===== src/rtl/avl_st_width_down.sv =====
// Avalon-ST down-width adapter: holds one wide beat and emits it as MSB-first narrow slices,
// trimming the last beat of a packet to the slices that actually carry bytes.
module avl_st_width_down #(
   parameter int IN_WIDTH  = 512,
   parameter int OUT_WIDTH = 128,
   parameter int NUM       = 2
) (
   input  logic                             clk,
   input  logic                             rst_n,
   input  logic [IN_WIDTH-1:0]              in_data,
   input  logic                             in_valid,
   output logic                             in_ready,
   input  logic                             in_sop,
   input  logic                             in_eop,
   input  logic [$clog2(IN_WIDTH/8)-1:0]    in_empty,
   input  logic [NUM-1:0]                   in_channel,
   output logic                             in_almost_full,
   output logic [OUT_WIDTH-1:0]             out_data,
   output logic                             out_valid,
   input  logic                             out_ready,
   output logic                             out_sop,
   output logic                             out_eop,
   output logic [$clog2(OUT_WIDTH/8)-1:0]   out_empty,
   input  logic                             out_almost_full,
   output logic [NUM-1:0]                   out_channel,
   output logic [31:0]                      pkt_cnt,
   output logic                             err_sop
);

   localparam int RATIO  = IN_WIDTH / OUT_WIDTH;
   localparam int IBYTES = IN_WIDTH / 8;
   localparam int OBYTES = OUT_WIDTH / 8;
   localparam int IEW    = $clog2(IBYTES);
   localparam int OEW    = $clog2(OBYTES);
   localparam int IDXW   = $clog2(RATIO);
   localparam int NSW    = IDXW + 1;

   logic                r_hold_valid;
   logic [IN_WIDTH-1:0] r_hold_data;
   logic                r_hold_sop;
   logic                r_hold_eop;
   logic [IEW-1:0]      r_hold_empty;
   logic [NUM-1:0]      r_channel;
   logic [IDXW-1:0]     r_idx;
   logic                r_in_pkt;
   logic [31:0]         r_pkt_cnt;
   logic                r_err_sop;
   logic                r_af;

   logic [IEW:0]        w_vbytes;
   logic [NSW-1:0]      w_nslices;
   logic                w_last;
   logic [OEW-1:0]      w_pad;
   logic [OUT_WIDTH-1:0] w_slice;
   logic                w_in_acc;
   logic                w_out_acc;

   // Slice geometry of the held beat; only an eop beat can be shorter than RATIO slices.
   always_comb begin
      w_vbytes  = (IEW+1)'(IBYTES) - {1'b0, r_hold_empty};
      w_nslices = NSW'(RATIO);
      if (r_hold_eop)
         w_nslices = NSW'((int'(w_vbytes) + OBYTES - 1) / OBYTES);
      w_last = ({1'b0, r_idx} == (w_nslices - 1'b1));
      w_pad  = OEW'(int'(w_nslices) * OBYTES - int'(w_vbytes));
   end

   always_comb begin
      w_slice = '0;
      for (int k = 0; k < RATIO; k++) begin
         if (r_idx == IDXW'(k))
            w_slice = r_hold_data[IN_WIDTH-1-k*OUT_WIDTH -: OUT_WIDTH];
      end
   end

   assign w_out_acc = r_hold_valid && out_ready;
   assign in_ready  = !r_hold_valid || (out_ready && w_last);
   assign w_in_acc  = in_valid && in_ready;

   assign out_valid      = r_hold_valid;
   assign out_data       = r_hold_valid ? w_slice : '0;
   assign out_sop        = r_hold_valid && r_hold_sop && (r_idx == '0);
   assign out_eop        = r_hold_valid && r_hold_eop && w_last;
   assign out_empty      = out_eop ? w_pad : '0;
   assign out_channel    = r_channel;
   assign pkt_cnt        = r_pkt_cnt;
   assign err_sop        = r_err_sop;
   assign in_almost_full = r_af;

   always_ff @(posedge clk or negedge rst_n) begin
      if (!rst_n) begin
         r_hold_valid <= 1'b0;
         r_hold_data  <= '0;
         r_hold_sop   <= 1'b0;
         r_hold_eop   <= 1'b0;
         r_hold_empty <= '0;
         r_channel    <= '0;
         r_idx        <= '0;
      end else if (w_in_acc) begin
         // A new beat can only land when the previous one is gone, so idx restarts here.
         r_hold_valid <= 1'b1;
         r_hold_data  <= in_data;
         r_hold_sop   <= in_sop;
         r_hold_eop   <= in_eop;
         r_hold_empty <= in_empty;
         r_idx        <= '0;
         if (in_sop)
            r_channel <= in_channel;
      end else if (w_out_acc) begin
         if (w_last) begin
            r_hold_valid <= 1'b0;
            r_idx        <= '0;
         end else begin
            r_idx <= r_idx + 1'b1;
         end
      end
   end

   always_ff @(posedge clk or negedge rst_n) begin
      if (!rst_n) begin
         r_in_pkt  <= 1'b0;
         r_err_sop <= 1'b0;
      end else if (w_in_acc) begin
         if ((in_sop && r_in_pkt) || (!in_sop && !r_in_pkt))
            r_err_sop <= 1'b1;
         if (in_eop)
            r_in_pkt <= 1'b0;
         else if (in_sop)
            r_in_pkt <= 1'b1;
      end
   end

   always_ff @(posedge clk or negedge rst_n) begin
      if (!rst_n) begin
         r_pkt_cnt <= '0;
         r_af      <= 1'b0;
      end else begin
         r_af <= out_almost_full;
         if (w_out_acc && out_eop)
            r_pkt_cnt <= r_pkt_cnt + 32'd1;
      end
   end

endmodule


===== config.mk =====
export PLATFORM = sky130hd
export DESIGN_NAME = avl_st_width_down
export DESIGN_NICKNAME = d
export VERILOG_FILES = /design/src/rtl/avl_st_width_down.sv
export SDC_FILE = /design/constraint.sdc
export NUM_CORES = 1
export LEC_CHECK = 0
export ABC_AREA = 1
export CAP_MARGIN = 10
export CORE_AREA = 2 2 271 273
export CTS_CLUSTER_SIZE = 20
export DETAILED_ROUTE_END_ITERATION = 8
export DIE_AREA = 0 0 273 275
export GPL_ROUTABILITY_DRIVEN = 0
export MAX_ROUTING_LAYER = met4
export PLACE_DENSITY = 0.64
export SLEW_MARGIN = 20
export SYNTH_ARGS = -nofsm -noshare
export SYNTH_HDL_FRONTEND = slang
export SYNTH_SLANG_ARGS = --single-unit

===== constraint.sdc =====
create_clock -name clk -period 4.72 [get_ports clk]
set_input_delay 0.944 -clock clk [delete_from_list [all_inputs] [get_ports clk]]
set_output_delay 0.944 -clock clk [all_outputs]
set_load 0.02 [all_outputs]

## Yosys cells after proc, flatten, opt, wreduce, memory -nomap -nowiden

Index checks and enable logic that the tools add are counted.

| operators by class | value |
|---|---|
| add/sub/neg operators | 8 |
| multiply operators | 0 |
| divide/modulo/power cells | 0 |
| magnitude comparators | 0 |
| eq/ne operators | 4 |
| shifts and indexed selects | 0 |
| muxes and demuxes | 15 |
| bitwise operators | 1 |
| reduce and logical (&&, ||, !) cells | 24 |

Operator list:

| cell | number |
|---|---|
| two-way mux 128 bit | 5 |
| adder 32 x 1 -> 32 bit (second input constant) | 1 |
| logical AND 1 bit | 10 |
| subtractor 8 x 1 -> 9 bit (second input constant) | 1 |
| adder 7 x 5 -> 8 bit (second input constant) | 1 |
| AND reduction 2 bit | 4 |
| subtractor 7 x 6 -> 7 bit (first input constant) | 1 |
| two-way mux 2 bit | 3 |
| nonzero test 2 bit | 3 |
| two-way mux 1 bit | 5 |
| == test 2 bit (second input constant) | 2 |
| two-way mux 4 bit | 1 |
| OR reduction 4 bit | 1 |
| subtractor 1 x 4 -> 4 bit (first input constant) | 1 |
| adder 3 x 1 -> 3 bit | 1 |
| == test 2 x 3 -> 1 bit | 1 |
| logical NOT 1 bit | 3 |
| two-way mux 3 bit | 1 |
| subtractor 3 x 1 -> 3 bit (second input constant) | 1 |
| adder 2 x 1 -> 2 bit (second input constant) | 1 |
| == test 2 x 1 -> 1 bit (second input constant) | 1 |
| logical NOT 2 bit | 1 |
| logical OR 1 bit | 2 |
| bitwise AND 1 bit | 1 |

| storage, ports and cells | value |
|---|---|
| register bits | 560 |
| bits in latches | 0 |
| bits in writable memories | 0 |
| ROM bits | 0 |
| input port bits | 527 |
| output and inout bits | 172 |
| word-level logic and storage cells | 63 |
| memories | 0 |

## Longest topological paths before layout

| depth | value |
|---|---|
| depth after elaboration | 14 |
| mapped depth | 24 |
| gate-level depth less buffers | 22 |

## Worst setup path after synthesis

Ideal clock, no wire load.

| timing path | value |
|---|---|
| kind | flip-flop to output port |
| from | reg r_hold_empty[0] |
| to | out out_empty[1] |
| data arrival time | 2662 ps |
| required time | 3776 ps |
| path slack | 1114 ps |
| stages on the path, launching flop included | 20 |
| path buffers | 0 |
| cells stage by stage | dfrtp_1 inv_1 ha_1 nand2_1 nand2_1 inv_1 nand2_1 inv_1 nand2_1 inv_1 o21ai_0 nand3_1 ha_1 xor2_1 nand3_2 nor2_4 nand2_1 inv_1 nand2_1 nor2_1 |

| between the ends | value |
|---|---|
| word-level cells in the longest chain between the ends | 11 |
| elaborated cells on any way between the ends | 12 |
| those cells by class | add/sub (6); eq/ne (1); mux (2); bitwise (1); reduce/logical (2) |

RTL lines:

| what | RTL line | source |
|---|---|---|
| start, declared | 42 | `logic [IEW-1:0] r_hold_empty;` |
| start signal, assigned | 105 | `r_hold_empty <= in_empty;` |
| subtractor 7 x 6 -> 7 bit (*) | 60 | `w_vbytes = (IEW+1)'(IBYTES) - {1'b0, r_hold_empty};` |
| adder 7 x 5 -> 8 bit (*) | 63 | `w_nslices = NSW'((int'(w_vbytes) + OBYTES - 1) / OBYTES);` |
| subtractor 8 x 1 -> 9 bit (*) | 63 |  |
| OR reduction 4 bit (no line) | -- |  |
| bitwise AND 1 bit (no line) | -- |  |
| adder 3 x 1 -> 3 bit (no line) (*) | -- |  |
| two-way mux 3 bit (*) | 62 | `if (r_hold_eop)` |
| subtractor 3 x 1 -> 3 bit (*) | 64 | `w_last = ({1'b0, r_idx} == (w_nslices - 1'b1));` |
| == test 2 x 3 -> 1 bit (*) | 64 |  |
| logical AND 1 bit (*) | 83 | `assign out_eop = r_hold_valid && r_hold_eop && w_last;` |
| via out_eop | 22 | `output logic out_eop,` |
| two-way mux 4 bit (*) | 84 | `assign out_empty = out_eop ? w_pad : '0;` |
| end, declared | 23 | `output logic [$clog2(OUT_WIDTH/8)-1:0] out_empty,` |

The timed path passes the listed nets; every way through them passes the cells marked *.

## Worst setup path in the final report

| timing path | value |
|---|---|
| from | reg r_idx[1] |
| to | out out_data[104] |

| between the ends | value |
|---|---|
| word-level cells in the longest chain between the ends | 6 |
| elaborated cells on any way between the ends | 9 |
| those cells by class | eq/ne (3); mux (5); reduce/logical (1) |

RTL lines:

| what | RTL line | source |
|---|---|---|
| start, declared | 44 | `logic [IDXW-1:0] r_idx;` |
| start signal, assigned | 114 | `r_idx <= r_idx + 1'b1;` |
| logical NOT 2 bit | 71 | `if (r_idx == IDXW'(k))` |
| two-way mux 128 bit (3 in series) | 71 |  |
| two-way mux 128 bit (*) | 71 |  |
| two-way mux 128 bit (*) | 81 | `assign out_data = r_hold_valid ? w_slice : '0;` |
| end, declared | 18 | `output logic [OUT_WIDTH-1:0] out_data,` |

Every way passes the cells marked *; elsewhere a longest branch is shown, timed or not.

==> results.md <==
- Total CTS buffers: 66
- Starting density of the core: 39.7%
- Initial antenna violation count: 34
- Final HPWL DP: 70.2 mm
- Slew margin rel.: 26.7%
- Hold Buf Count CTS: 0
- Setup tns final: 0 ns
- I/O Buffers: 698
- Pwr dens: 757 nW/um^2
- Top-level I/O count: 699
- Critical path launch point type: flip-flop
- CTS Root Buffer Type: clkbuf_16
- Most common cell after layout, fill and taps aside: nand2_1
- TritonCTS clock tree: yes
- WP data required: 3.78 ns
- Fin crit share: 97.5%
- CP max FO: 68
- Die height: 275 microns
- Area grow syn2layout: 33.4%
- Final core occ: 53.0%
- Overall Global Routing Usage: 27.9%
- P_leak: 0.0175 uW
- Max Root-Sink Buffers: 3
- Final Hold Fails: 0
- Critical path class: reg -> out
- Clock sink total: 560
- Outcome: complete, no violations
- Post-synth net total: 3907
- Layout cell share with drive strength beyond 1: 12.4%
- Synth cell types: 28
- Synthesized instance count: 3372
- Peak Freq: 0.217 GHz
- Post-synthesis sequential area ratio: 48.8%
- Hold crit path type: in -> async
- Peak VDD IR: 0.550 mV
- Mean Syn Cell Area: 8.52 sq um
- Die X: 273 microns
- Crit path DAT: 3.66 ns
- Final Max Tran Viols: 0
- Mapped Area: 28700 sq um
- Starting DRT DRC Count: 2573
- Number of synthesized register bits: 560
- Via density: 5.24
- Vias in the first global route: 25265
- WL/cell: 21.0 microns
- Max cap viols: 0
- Total congestion overflow: 0
- Core Area: 72300 sq um
- Largest area contributor in the netlist: dfrtp_1
- Minimum clock period: 4.60 ns
- Fin nets: 4461
- Largest cells by area after synthesis: dfrtp_1, nand2_1, nand3_2, o21ai_0, nand3_1
- Reg clk slew, reported paths: 0.06 ns
- Largest net degree at the start of global routing: 180
- DRT Pass-1 Iters: 6
- ANT nets after route: 0
- Final setup violation count: 0
- First-pass GRT wire length: 156 mm
- Actual slew at the worst max-slew pin: 1.10 ns
- Die ar.: 75100 sq um
- Synth top area share: 48.8%
- Worst-Skew Late Latency: 0.61 ns
- DR vias: 26020
- CP Capture Type: output port
- Cell Rows: 99
- Wirelength, routed: 104 mm
- Clk_skew: 0.0180 ns
- Htree depth: 3
- Most frequent cells in the layout: nand2_1, clkdlybuf4s50_1, dfrtp_1, nand3_2, o21ai_0
- Warnings, synthesis: 0
- Residual DRC: 0
-- power by group --
part | total (uW) | internal [uW] | switching [uW] | leakage, uW
clock | 5160 | 3020 | 2150 | 0.00106
combinational | 15600 | 5650 | 9910 | 0.00938
sequential | 8310 | 7030 | 1280 | 0.00703
total | 29000 | 15700 | 13300 | 0.0175
-- cells in the mapped netlist --
cell and instances:
nand3_1 232, buf_6 1, dfrtp_1 560, inv_1 55
nand2_1 1154, ha_1 8, nor2_2 2, nor4_1 5
mux2i_1 1, o22ai_1 1, buf_12 33, nor3_1 18
nor2_4 1, xnor2_1 2, nand4_1 14, nor2_1 168
clkbuf_1 109, o21bai_1 1, nand3_2 302, buf_2 111
nand3b_1 4, xor2_1 21, a21oi_1 128, or2_2 2
a22oi_1 128, nand2_2 3, buf_1 24, o21ai_0 284
-- registers in the layout, indices dropped and copies added (netlist names) --
| name | flops |
|---|---|
| r_hold_eop | 1 |
| err_sop | 1 |
| r_idx | 2 |
| r_hold_data | 512 |
| pkt_cnt | 32 |
| r_in_pkt | 1 |
| r_hold_empty | 6 |
| out_channel | 2 |
| in_almost_full | 1 |
| out_valid | 1 |
| r_hold_sop | 1 |
-- metrics by stage --
stage	power [uW]	instance area, sq um	hold WS, ns	cells	worst slack (ns)
after floorplan	18600	28700	0.437	3372	1.11
after global placement	23700	36100	0.448	4814	0.440
after detailed placement	23900	36100	0.453	4814	0.352
after CTS	29100	38200	0.417	4927	0.0277
after global routing	31100	38300	0.456	4962	-0.000427
final	29000	38300	0.404	4962	0.120
-- final cells by class --
class	count	area, sq um
multi-input combinational	2479	12900
inverter	55	214
clock inverter	24	253
tap	959	1200
fill	6842	34000
clock buffer	89	1910
timing repair buffer	764	7790
sequential	560	14000
antenna	32	80.1
-- cell families (layout without fill, tap and decap cells) --
kind of cell             after synthesis  in the layout  share of synthesized area (%)
AO/OA/AOI/OAI                        542            542                           10.6
XOR/XNOR                              23             23                          0.701
adder cells (fa/ha/maj)                8              8                          0.348
buffers and inverters                333            932                           6.73
flip-flops                           560            560                           48.8
multiplexers                           1              1                         0.0348
other                                  0             32                              0
AND/OR/NAND/NOR                     1905           1905                           32.9
-- path summary, 6_finish.rpt --
check / end / slack, ns / startpoint / depth (start not counted)
setup / recovery: out_data[104] / 0.12 / r_idx[1] / 8
hold / removal: in_almost_full / 0.40 / rst_n / 1
setup reg to reg: r_hold_data[165] / 0.60 / r_hold_empty[0] / 22
hold reg to reg: r_hold_data[10] / 0.46 / r_hold_data[10] / 2
max in group asynchronous: r_hold_data[337] / 3.22 / rst_n / 2
min in group clk: r_hold_data[10] / 0.46 / r_hold_data[10] / 2
-- per-layer routing --
metal  vias to the layer above  routed length, microns  track usage (%)
li1                      12341                       -                -
met1                     12594                   45400             37.8
met2                       915                   49200             42.2
met3                       170                    6280             4.48
met4                         0                    3150             10.2
met5                         -                       0                -
-- repair_timing --
| item | CTS | global route |
|---|---|---|
| setup buffers | 0 | 3 |
| resized for setup | 6 | 9 |
| endpoints found under the setup margin | 6 | 26 |
| pin swaps | 0 | 1 |
-- critical path, stage by stage, from the launching register on --
cell,delay [ns]
dfrtp_1,0.47
inv_1,0.17
ha_4,0.21
buf_12,0.31
a22oi_1,0.32
o21ai_0,0.53
o21ai_0,0.19
nor2_1,0.13
clkdlybuf4s50_1,0.61
Power figures use the tool's default switching activity.
